File: src/rtl/ahb_lite_decoder_mux_pkg.sv
// Shared types for the AHB-Lite decoder/mux slice: transfer and
// response encodings, default-slave states and the miss counter width.
package ahb_lite_decoder_mux_pkg;

   typedef enum logic [1:0] {
      TRANS_IDLE   = 2'b00,
      TRANS_BUSY   = 2'b01,
      TRANS_NONSEQ = 2'b10,
      TRANS_SEQ    = 2'b11
   } HTRANS_E;

   typedef enum logic {
      RESP_OKAY  = 1'b0,
      RESP_ERROR = 1'b1
   } HRESP_E;

   typedef enum logic [1:0] {
      DS_IDLE,
      DS_ERR1,
      DS_ERR2
   } DS_STATE_E;

   localparam int MISS_CNT_W = 16;

   function automatic logic is_active(input HTRANS_E t);
      return (t == TRANS_NONSEQ) || (t == TRANS_SEQ);
   endfunction

endpackage

File: src/rtl/ahb_lite_decoder_mux_if.sv
// AHB-Lite bus bundle between the master, the decoder/mux and the slaves.
// The slave modport is the interconnect's view; master is the driver's view.
interface ahb_lite_decoder_mux_if #(
   parameter int NUM_SLAVES = 3
);
   import ahb_lite_decoder_mux_pkg::*;

   logic [31:0]              HADDR;
   HTRANS_E                  HTRANS;
   logic [NUM_SLAVES-1:0]    HSEL;
   logic [NUM_SLAVES*32-1:0] HRDATA_S;
   logic [NUM_SLAVES-1:0]    HREADYOUT_S;
   logic [NUM_SLAVES-1:0]    HRESP_S;
   logic                     HREADY;
   HRESP_E                   HRESP;
   logic [31:0]              HRDATA;

   modport slave (
      input  HADDR, HTRANS, HRDATA_S, HREADYOUT_S, HRESP_S,
      output HSEL, HREADY, HRESP, HRDATA
   );

   modport master (
      output HADDR, HTRANS, HRDATA_S, HREADYOUT_S, HRESP_S,
      input  HSEL, HREADY, HRESP, HRDATA
   );

endinterface

File: src/rtl/ahb_default_slave.sv
// Default slave: two-cycle ERROR for active unmapped transfers.
// Optional saturating miss counter under DECODE_MISS_CNT_EN.
module ahb_default_slave
   import ahb_lite_decoder_mux_pkg::*;
(
   input  logic                  HCLK,
   input  logic                  HRESETn,
   input  logic                  HREADY,
   input  logic                  miss_req,
   output logic                  ds_hready,
   output HRESP_E                ds_hresp,
   output logic [MISS_CNT_W-1:0] MISS_COUNT
);

   DS_STATE_E state_q, state_d;

   always_comb begin
      state_d = state_q;
      unique case (state_q)
         DS_IDLE: if (HREADY && miss_req) state_d = DS_ERR1;
         DS_ERR1: state_d = DS_ERR2;
         DS_ERR2: state_d = (HREADY && miss_req) ? DS_ERR1 : DS_IDLE;
         default: state_d = DS_IDLE;
      endcase
   end

   // Kept apart from next-state logic: HREADY loops back through the top mux.
   assign ds_hready = (state_q != DS_ERR1);
   assign ds_hresp  = (state_q == DS_IDLE) ? RESP_OKAY : RESP_ERROR;

   always_ff @(posedge HCLK) begin
      if (!HRESETn) state_q <= DS_IDLE;
      else          state_q <= state_d;
   end

`ifdef DECODE_MISS_CNT_EN
   logic [MISS_CNT_W-1:0] cnt_q, cnt_d;

   always_comb begin
      cnt_d = cnt_q;
      if (state_d == DS_ERR1 && state_q != DS_ERR1 && cnt_q != '1)
         cnt_d = cnt_q + MISS_CNT_W'(1);
   end

   always_ff @(posedge HCLK) begin
      if (!HRESETn) cnt_q <= '0;
      else          cnt_q <= cnt_d;
   end

   assign MISS_COUNT = cnt_q;
`else
   assign MISS_COUNT = '0;
`endif

endmodule

File: src/rtl/ahb_lite_decoder_mux.sv
// AHB-Lite address decoder and response mux with a built-in default slave.
// Build with DECODE_MISS_CNT_EN to get the unmapped-access counter.
module ahb_lite_decoder_mux
   import ahb_lite_decoder_mux_pkg::*;
#(
   parameter int NUM_SLAVES = 3,
   parameter int SEL_LSB    = 8,
   parameter int SEL_W      = 2
) (
   input  logic                  HCLK,
   input  logic                  HRESETn,
   ahb_lite_decoder_mux_if.slave bus,
   output logic [MISS_CNT_W-1:0] MISS_COUNT
);

   localparam logic [SEL_W-1:0] DEFAULT_SEL = '1;

   logic [SEL_W-1:0]      idx;
   logic                  mapped;
   logic                  active;
   logic [NUM_SLAVES-1:0] hsel;

   logic [SEL_W-1:0] dsel_q, dsel_d;
   logic             dactive_q, dactive_d;

   logic        hready;
   HRESP_E      hresp;
   logic [31:0] hrdata;
   logic        ds_hready;
   HRESP_E      ds_hresp;

   assign idx    = bus.HADDR[SEL_LSB+SEL_W-1:SEL_LSB];
   assign active = is_active(bus.HTRANS);

   // Written as an if so an unknown address falls to unmapped.
   always_comb begin
      mapped = 1'b0;
      if (bus.HADDR[31:SEL_LSB+SEL_W] == '0 && int'(idx) < NUM_SLAVES)
         mapped = 1'b1;
   end

   always_comb begin
      hsel = '0;
      for (int i = 0; i < NUM_SLAVES; i++)
         if (mapped && idx == SEL_W'(i)) hsel[i] = 1'b1;
   end

   always_comb begin
      dsel_d    = dsel_q;
      dactive_d = dactive_q;
      if (hready) begin
         dsel_d    = mapped ? idx : DEFAULT_SEL;
         dactive_d = active;
      end
   end

   always_ff @(posedge HCLK) begin
      if (!HRESETn) begin
         dsel_q    <= DEFAULT_SEL;
         dactive_q <= 1'b0;
      end else begin
         dsel_q    <= dsel_d;
         dactive_q <= dactive_d;
      end
   end

   // DEFAULT_SEL never matches a mapped slave, so it falls to the default.
   always_comb begin
      hready = ds_hready;
      hresp  = ds_hresp;
      hrdata = '0;
      for (int i = 0; i < NUM_SLAVES; i++) begin
         if (dsel_q == SEL_W'(i)) begin
            hready = bus.HREADYOUT_S[i];
            hresp  = bus.HRESP_S[i] ? RESP_ERROR : RESP_OKAY;
            hrdata = bus.HRDATA_S[32*i +: 32];
         end
      end
   end

   ahb_default_slave u_ds (
      .HCLK       (HCLK),
      .HRESETn    (HRESETn),
      .HREADY     (hready),
      .miss_req   (!mapped && active),
      .ds_hready  (ds_hready),
      .ds_hresp   (ds_hresp),
      .MISS_COUNT (MISS_COUNT)
   );

   assign bus.HSEL   = hsel;
   assign bus.HREADY = hready;
   assign bus.HRESP  = hresp;
   assign bus.HRDATA = hrdata;

   a_err_has_active: assert property (
      @(posedge HCLK) disable iff (!HRESETn)
      (ds_hresp == RESP_ERROR) |-> (dactive_q && dsel_q == DEFAULT_SEL)
   );

endmodule

File: src/flat_wrapper.sv
// flat-port wrapper written by rule: the top's interface ports become plain ports
module ahb_lite_decoder_mux_flat import ahb_lite_decoder_mux_pkg::*;
#(
   parameter int NUM_SLAVES = 3,
   parameter int SEL_LSB    = 8,
   parameter int SEL_W      = 2
)
  (HCLK, HRESETn, MISS_COUNT, bus_HADDR, bus_HTRANS, bus_HRDATA_S, bus_HREADYOUT_S, bus_HRESP_S, bus_HSEL, bus_HREADY, bus_HRESP, bus_HRDATA);
  ahb_lite_decoder_mux_if #(.NUM_SLAVES(NUM_SLAVES)) bus_i ();
  input  logic HCLK;
  input  logic HRESETn;
  output logic [MISS_CNT_W-1:0] MISS_COUNT;
  input wire logic [$bits(bus_i.HADDR)-1:0] bus_HADDR;
  input wire logic [$bits(bus_i.HTRANS)-1:0] bus_HTRANS;
  input wire logic [$bits(bus_i.HRDATA_S)-1:0] bus_HRDATA_S;
  input wire logic [$bits(bus_i.HREADYOUT_S)-1:0] bus_HREADYOUT_S;
  input wire logic [$bits(bus_i.HRESP_S)-1:0] bus_HRESP_S;
  output wire logic [$bits(bus_i.HSEL)-1:0] bus_HSEL;
  output wire logic [$bits(bus_i.HREADY)-1:0] bus_HREADY;
  output wire logic [$bits(bus_i.HRESP)-1:0] bus_HRESP;
  output wire logic [$bits(bus_i.HRDATA)-1:0] bus_HRDATA;
  assign bus_i.HADDR = bus_HADDR;
  assign bus_i.HTRANS = bus_HTRANS;
  assign bus_i.HRDATA_S = bus_HRDATA_S;
  assign bus_i.HREADYOUT_S = bus_HREADYOUT_S;
  assign bus_i.HRESP_S = bus_HRESP_S;
  assign bus_HSEL = bus_i.HSEL;
  assign bus_HREADY = bus_i.HREADY;
  assign bus_HRESP = bus_i.HRESP;
  assign bus_HRDATA = bus_i.HRDATA;
  ahb_lite_decoder_mux #(.NUM_SLAVES(NUM_SLAVES), .SEL_LSB(SEL_LSB), .SEL_W(SEL_W)) u_core (.HCLK(HCLK), .HRESETn(HRESETn), .bus(bus_i), .MISS_COUNT(MISS_COUNT));
endmodule
File: config.mk
export PLATFORM = sky130hd
export DESIGN_NAME = ahb_lite_decoder_mux_flat
export DESIGN_NICKNAME = d
export VERILOG_FILES = /design/src/rtl/ahb_lite_decoder_mux_pkg.sv /design/src/rtl/ahb_lite_decoder_mux_if.sv /design/src/rtl/ahb_default_slave.sv /design/src/rtl/ahb_lite_decoder_mux.sv /design/src/flat_wrapper.sv
export SDC_FILE = /design/constraint.sdc
export NUM_CORES = 1
export LEC_CHECK = 0
export ABC_CLOCK_PERIOD_IN_PS = 3500
export CAP_MARGIN = 40
export CORE_AREA = 2 2 74 76
export CTS_CLUSTER_SIZE = 40
export DETAILED_ROUTE_END_ITERATION = 12
export DIE_AREA = 0 0 76 78
export GPL_ROUTABILITY_DRIVEN = 0
export HOLD_SLACK_MARGIN = 0.03
export PLACE_DENSITY = 0.83
export SLEW_MARGIN = 15
export SYNTH_ARGS = -nofsm -noshare
export SYNTH_HDL_FRONTEND = slang
export SYNTH_SLANG_ARGS = --single-unit
export TNS_END_PERCENT = 1
File: constraint.sdc
create_clock -name HCLK -period 3.5 [get_ports HCLK]
set_input_delay 0.35 -clock HCLK [delete_from_list [all_inputs] [get_ports HCLK]]
set_output_delay 0.35 -clock HCLK [all_outputs]
set_load 0.03 [all_outputs]
## Word level (Yosys, flattened, before mapping)

Cells that the tools add are included.

| word-level totals | value |
|---|---|
| RAM bits | 0 |
| output and inout port bits | 53 |
| bits in read-only memories | 0 |
| bits of input ports | 138 |
| bits in registers | 4 |
| latch bits | 0 |
| logic and storage cells | 46 |
| memories | 0 |

| cells by class | value |
|---|---|
| multipliers | 0 |
| magnitude comparators | 1 |
| shifts and indexed selects | 0 |
| equal/unequal tests | 10 |
| add/subtract/negate cells | 0 |
| reduce and logical (&&, ||, !) cells | 12 |
| bitwise logic cells | 0 |
| divide/modulo/power cells | 0 |
| muxes and demuxes | 21 |

Operators with widths:

| kind | count |
|---|---|
| two-way mux 32 bit | 3 |
| logical NOT 22 bit | 1 |
| two-way mux 1 bit | 15 |
| == test 2 bit (second input constant) | 5 |
| == test 2 x 1 -> 1 bit (second input constant) | 3 |
| logical AND 1 bit | 6 |
| logical NOT 2 bit | 3 |
| case mux 2 bit (3 select lines) | 1 |
| two-way mux 2 bit | 2 |
| less-than comparator 2 bit (second input constant) | 1 |
| inequality test 2 x 1 -> 1 bit (second input constant) | 1 |
| inequality test 2 bit (second input constant) | 1 |
| logical NOT 1 bit | 1 |
| logical OR 1 bit | 1 |

## Logic depth before layout (Yosys ltp)

| depth | value |
|---|---|
| depth after elaboration | 8 |
| mapped depth | 6 |
| gate-level depth less buffers | 4 |

## Modules after synthesis

A second synthesis with hierarchy kept.

| second synthesis, totals | value |
|---|---|
| cell total of the unflattened synthesis | 157 |
| area total of the unflattened synthesis | 1,114.8 µm² |

By module, submodules not included:

| module | area each (µm²) | instances | seq. area each (µm²) | cells an instance |
|---|---|---|---|---|
| ahb_lite_decoder_mux | 918.4 | 1 | 40.0 | 134 |
| ahb_default_slave | 196.4 | 1 | 40.0 | 23 |

## Least setup slack after synthesis

No wires, ideal clock.

| timing | value |
|---|---|
| path type | input port to output port |
| start point | in bus_HADDR[26] |
| end point | out bus_HSEL[1] |
| path slack | 1,378 ps |
| stages | 4 |
| path buffers | 0 |
| required time | 3,150 ps |
| arrival time | 1,772 ps |
| path through | nor4_1 nand4_1 or2_1 nor3b_1 |

| between the ends | value |
|---|---|
| word-level cells in the longest chain between the ends | 5 |

RTL lines:

| item | line | RTL |
|---|---|---|
| start, declared | flat_wrapper.sv:13 | `input wire logic [$bits(bus_i.HADDR)-1:0] bus_HADDR;` |
| logical NOT 22 bit | ahb_lite_decoder_mux.sv:38 | `if (bus.HADDR[31:SEL_LSB+SEL_W] == '0 && int'(idx) < NUM_SLAVES)` |
| logical AND 1 bit | ahb_lite_decoder_mux.sv:38 |  |
| two-way mux 1 bit | ahb_lite_decoder_mux.sv:38 |  |
| logical AND 1 bit | ahb_lite_decoder_mux.sv:45 | `if (mapped && idx == SEL_W'(i)) hsel[i] = 1'b1;` |
| two-way mux 1 bit | ahb_lite_decoder_mux.sv:45 |  |
| end, declared | flat_wrapper.sv:18 | `output wire logic [$bits(bus_i.HSEL)-1:0] bus_HSEL;` |

No other way between the ends.

## Worst setup path after layout

| timing | value |
|---|---|
| start point | in bus_HADDR[15] |
| end point | out bus_HSEL[1] |

The elaborated chain is that of the path after synthesis.

==> out/metrics.csv <==
stage;metric;value;unit
run_status;status;completed;
drt;drt_pass1_iterations;5;
clock_network;hold_buffers;0;
timing;fin_crit_sh;0.797;
worst_setup_path;critPathRequiredTime;3.15;ns
timing;tns;0;ns
global_route;grt_usage;0.172;
synthesis;synth_enable_flop_cells;0;
drt;route.detailed.drc;0;
min_path;hp-class;flip-flop to flip-flop;
drt;antenna_left;0;
clock_network;cts_buffer_depth;2;
synthesis;ys_ff_latch;4;
drt;wl_met3;602;um
clock_network;cts_buffers;3;
synthesis;synth_top_area_frac;0.295;
clock_network;clock_latency;0.21;ns
global_route;grt_pass1_wl;8.33;mm
timing;setup_violations;0;
global_route;grt_pass1_vias;1783;
floorplan;io_pins;191;
finish;drive_gt1_frac;0.0404;
placement;dp_hpwl;4.40;mm
flow_run;drv_cap;0;
drt;drt-total-wl;5.17;mm
worst_setup_path;crit_path_max_fanout;3;
timing;slew_headroom;0.577;
synthesis;syn_avg_cell_area;6.66;sq um
global_route;grt.overflow.total;0;
synthesis;ys_async_sr_fraction;0;
synthesis;yosysUniqueCellTypes;28;
worst_setup_path;worstSetupStartpointType;primary input;
timing;tightest_slew;0.635;ns
timing;hold_viol;0;
finish;stdcell_count;392;
clock_network;cts_setup_buffers;0;
clock_network;cts_tree;done;
drt;met1_length;1.98;mm
placement;dp_slack;0.724;ns
synthesis;synth.largest_area_cell;mux2i_1;
synthesis;synth_cells;163;
synthesis;synthesis.area;1080;sq um
clock_network;cts.sinks;4;
synthesis;ys_top_cells_by_area;mux2i_1 (30%), o21ai_0 (16%), nand2_1 (12%), buf_4 (11%), dfxtp_1 (7.4%);
global_route;grt_max_degree;25;
clock_network;htree_num_levels;1;
synthesis;ys.flop_type;dfxtp_1;
synthesis;synthTopCellsByCount;nand2_1 (35), o21ai_0 (34), mux2i_1 (32);
global_route;antenna_found_initial;2;
clock_network;cts-resized-gates;0;
drt;drt_first_iter_violations;31;
floorplan;die_y;78;um
power_and_ir_drop;powerDensity;160;nW/um^2
power_and_ir_drop;leakagePower;1.21;nW
drt;routedWlPerCell;13.2;um
floorplan;dieArea;5930;sq um
floorplan;core.rowCount;26;
timing;slew_viol_final;0;
timing;rsz0062_at_grt;false;
finish;fin_nets;462;
synthesis;seq_area_frac_synth;0.0738;
floorplan;start_util;0.215;
synthesis;synth-warning-count;0;
drt;viasPerCell;4.37;
timing;skew;0.00163;ns
timing;setup_slack;0.711;ns
floorplan;die_w;76;um
drt;wl_met2;2.51;mm
drt;vias;1712;
synthesis;synth_most_common_cell;nand2_1;
clock_network;clkSlewWorstSetupHoldPaths;0.03;ns
placement;portBuffers;165;
finish;area_growth_syn_to_layout;157;%
worst_setup_path;end_kind;output port;
drt;maxUsedRoutingLayer;met5;
finish;diodes;0;
power_and_ir_drop;ir_drop;130;uV
floorplan;core_area;5040;sq um
placement;dp.cells;389;
timing;max_clock_freq;0.359;GHz
worst_setup_path;critical_path_class;primary input to output port;
worst_setup_path;arrival;2.44;ns
timing;fin_crit;2.79;ns
clock_network;cts-root-buf;clkbuf_8;
## worst max-delay path, cell delays in order
cell and delay [ns]:
clkdlybuf4s50_1 0.40, nor4_1 0.31, nand4_1 0.18, or2_1 0.30, nor3b_1 0.20, clkdlybuf4s50_1 0.70
## metal layers
layer / vias up / track usage
li1: 859 / -
met1: 728 / 0.178
met2: 113 / 0.328
met3: 8 / 0.0686
met4: 4 / 0.0382
met5: - / 0
## metrics by stage
step	power, mW	hold WS (ns)	instance area [sq um]	utilization
after floorplan	0.180	0.417	1140	-
after global placement	0.350	0.440	2750	0.546
after detailed placement	0.353	0.444	2750	0.546
after CTS	0.452	0.448	2790	0.554
after global routing	0.475	0.494	2790	0.554
final	0.447	0.449	2790	0.554
## report_power, final
part	switching, mW	leakage [nW]	internal, mW	total (mW)
Clock	0.0222	0.0216	0.0732	0.0954
Combinational	0.111	1.15	0.184	0.295
Sequential	0.00798	0.0323	0.0482	0.0562
## area by class of cell
cell class | count | area [sq um]
Timing Repair Buffer | 169 | 1690
Fill cell | 451 | 2250
Multi-Input combinational cell | 144 | 881
Sequential cell | 4 | 81.3
Clock buffer | 3 | 41.3
Inverter | 2 | 7.51
Tap cell | 70 | 87.6
## flip-flops by register name (all words and copies together) (netlist names)
name / count
u_core.dsel_q: 2
u_core.u_ds.state_q: 2
## placed cells by master (no fill, tap or decap), types with 2 or more instances in the layout
cell type / Yosys / routed
buf_4: 16 / 3
clkbuf_8: 0 / 3
clkdlybuf4s50_1: 0 / 165
conb_1: 1 / 16
dfxtp_1: 4 / 3
inv_1: 2 / 2
mux2i_1: 32 / 32
nand2_1: 35 / 35
nor2_1: 3 / 3
nor3_1: 2 / 2
nor3b_1: 2 / 2
nor4_1: 4 / 4
o21ai_0: 34 / 34
o21ai_1: 2 / 2
## worst paths after layout
path,startpoint,end,slack (ns),cells after the start
hold / removal,u_core.u_ds.state_q[1],u_core.u_ds.state_q[1],0.45,1
setup / recovery,bus_HADDR[15],bus_HSEL[1],0.71,6
hold reg to reg,u_core.u_ds.state_q[1],u_core.u_ds.state_q[1],0.45,1
setup reg to reg,u_core.dsel_q[0],u_core.dsel_q[1],1.80,3
## kinds of logic (layout without fill, tap and decap cells)
group | after synthesis | count (layout) | synth area share
and+or+nand+nor | 55 | 55 | 0.239
AOI/OAI and AO/OA | 39 | 39 | 0.189
muxes | 34 | 34 | 0.326
buffers and inverters | 30 | 174 | 0.168
DFF | 4 | 4 | 0.0738
other | 1 | 16 | 0.00346
(Power assumes the default switching activity.)
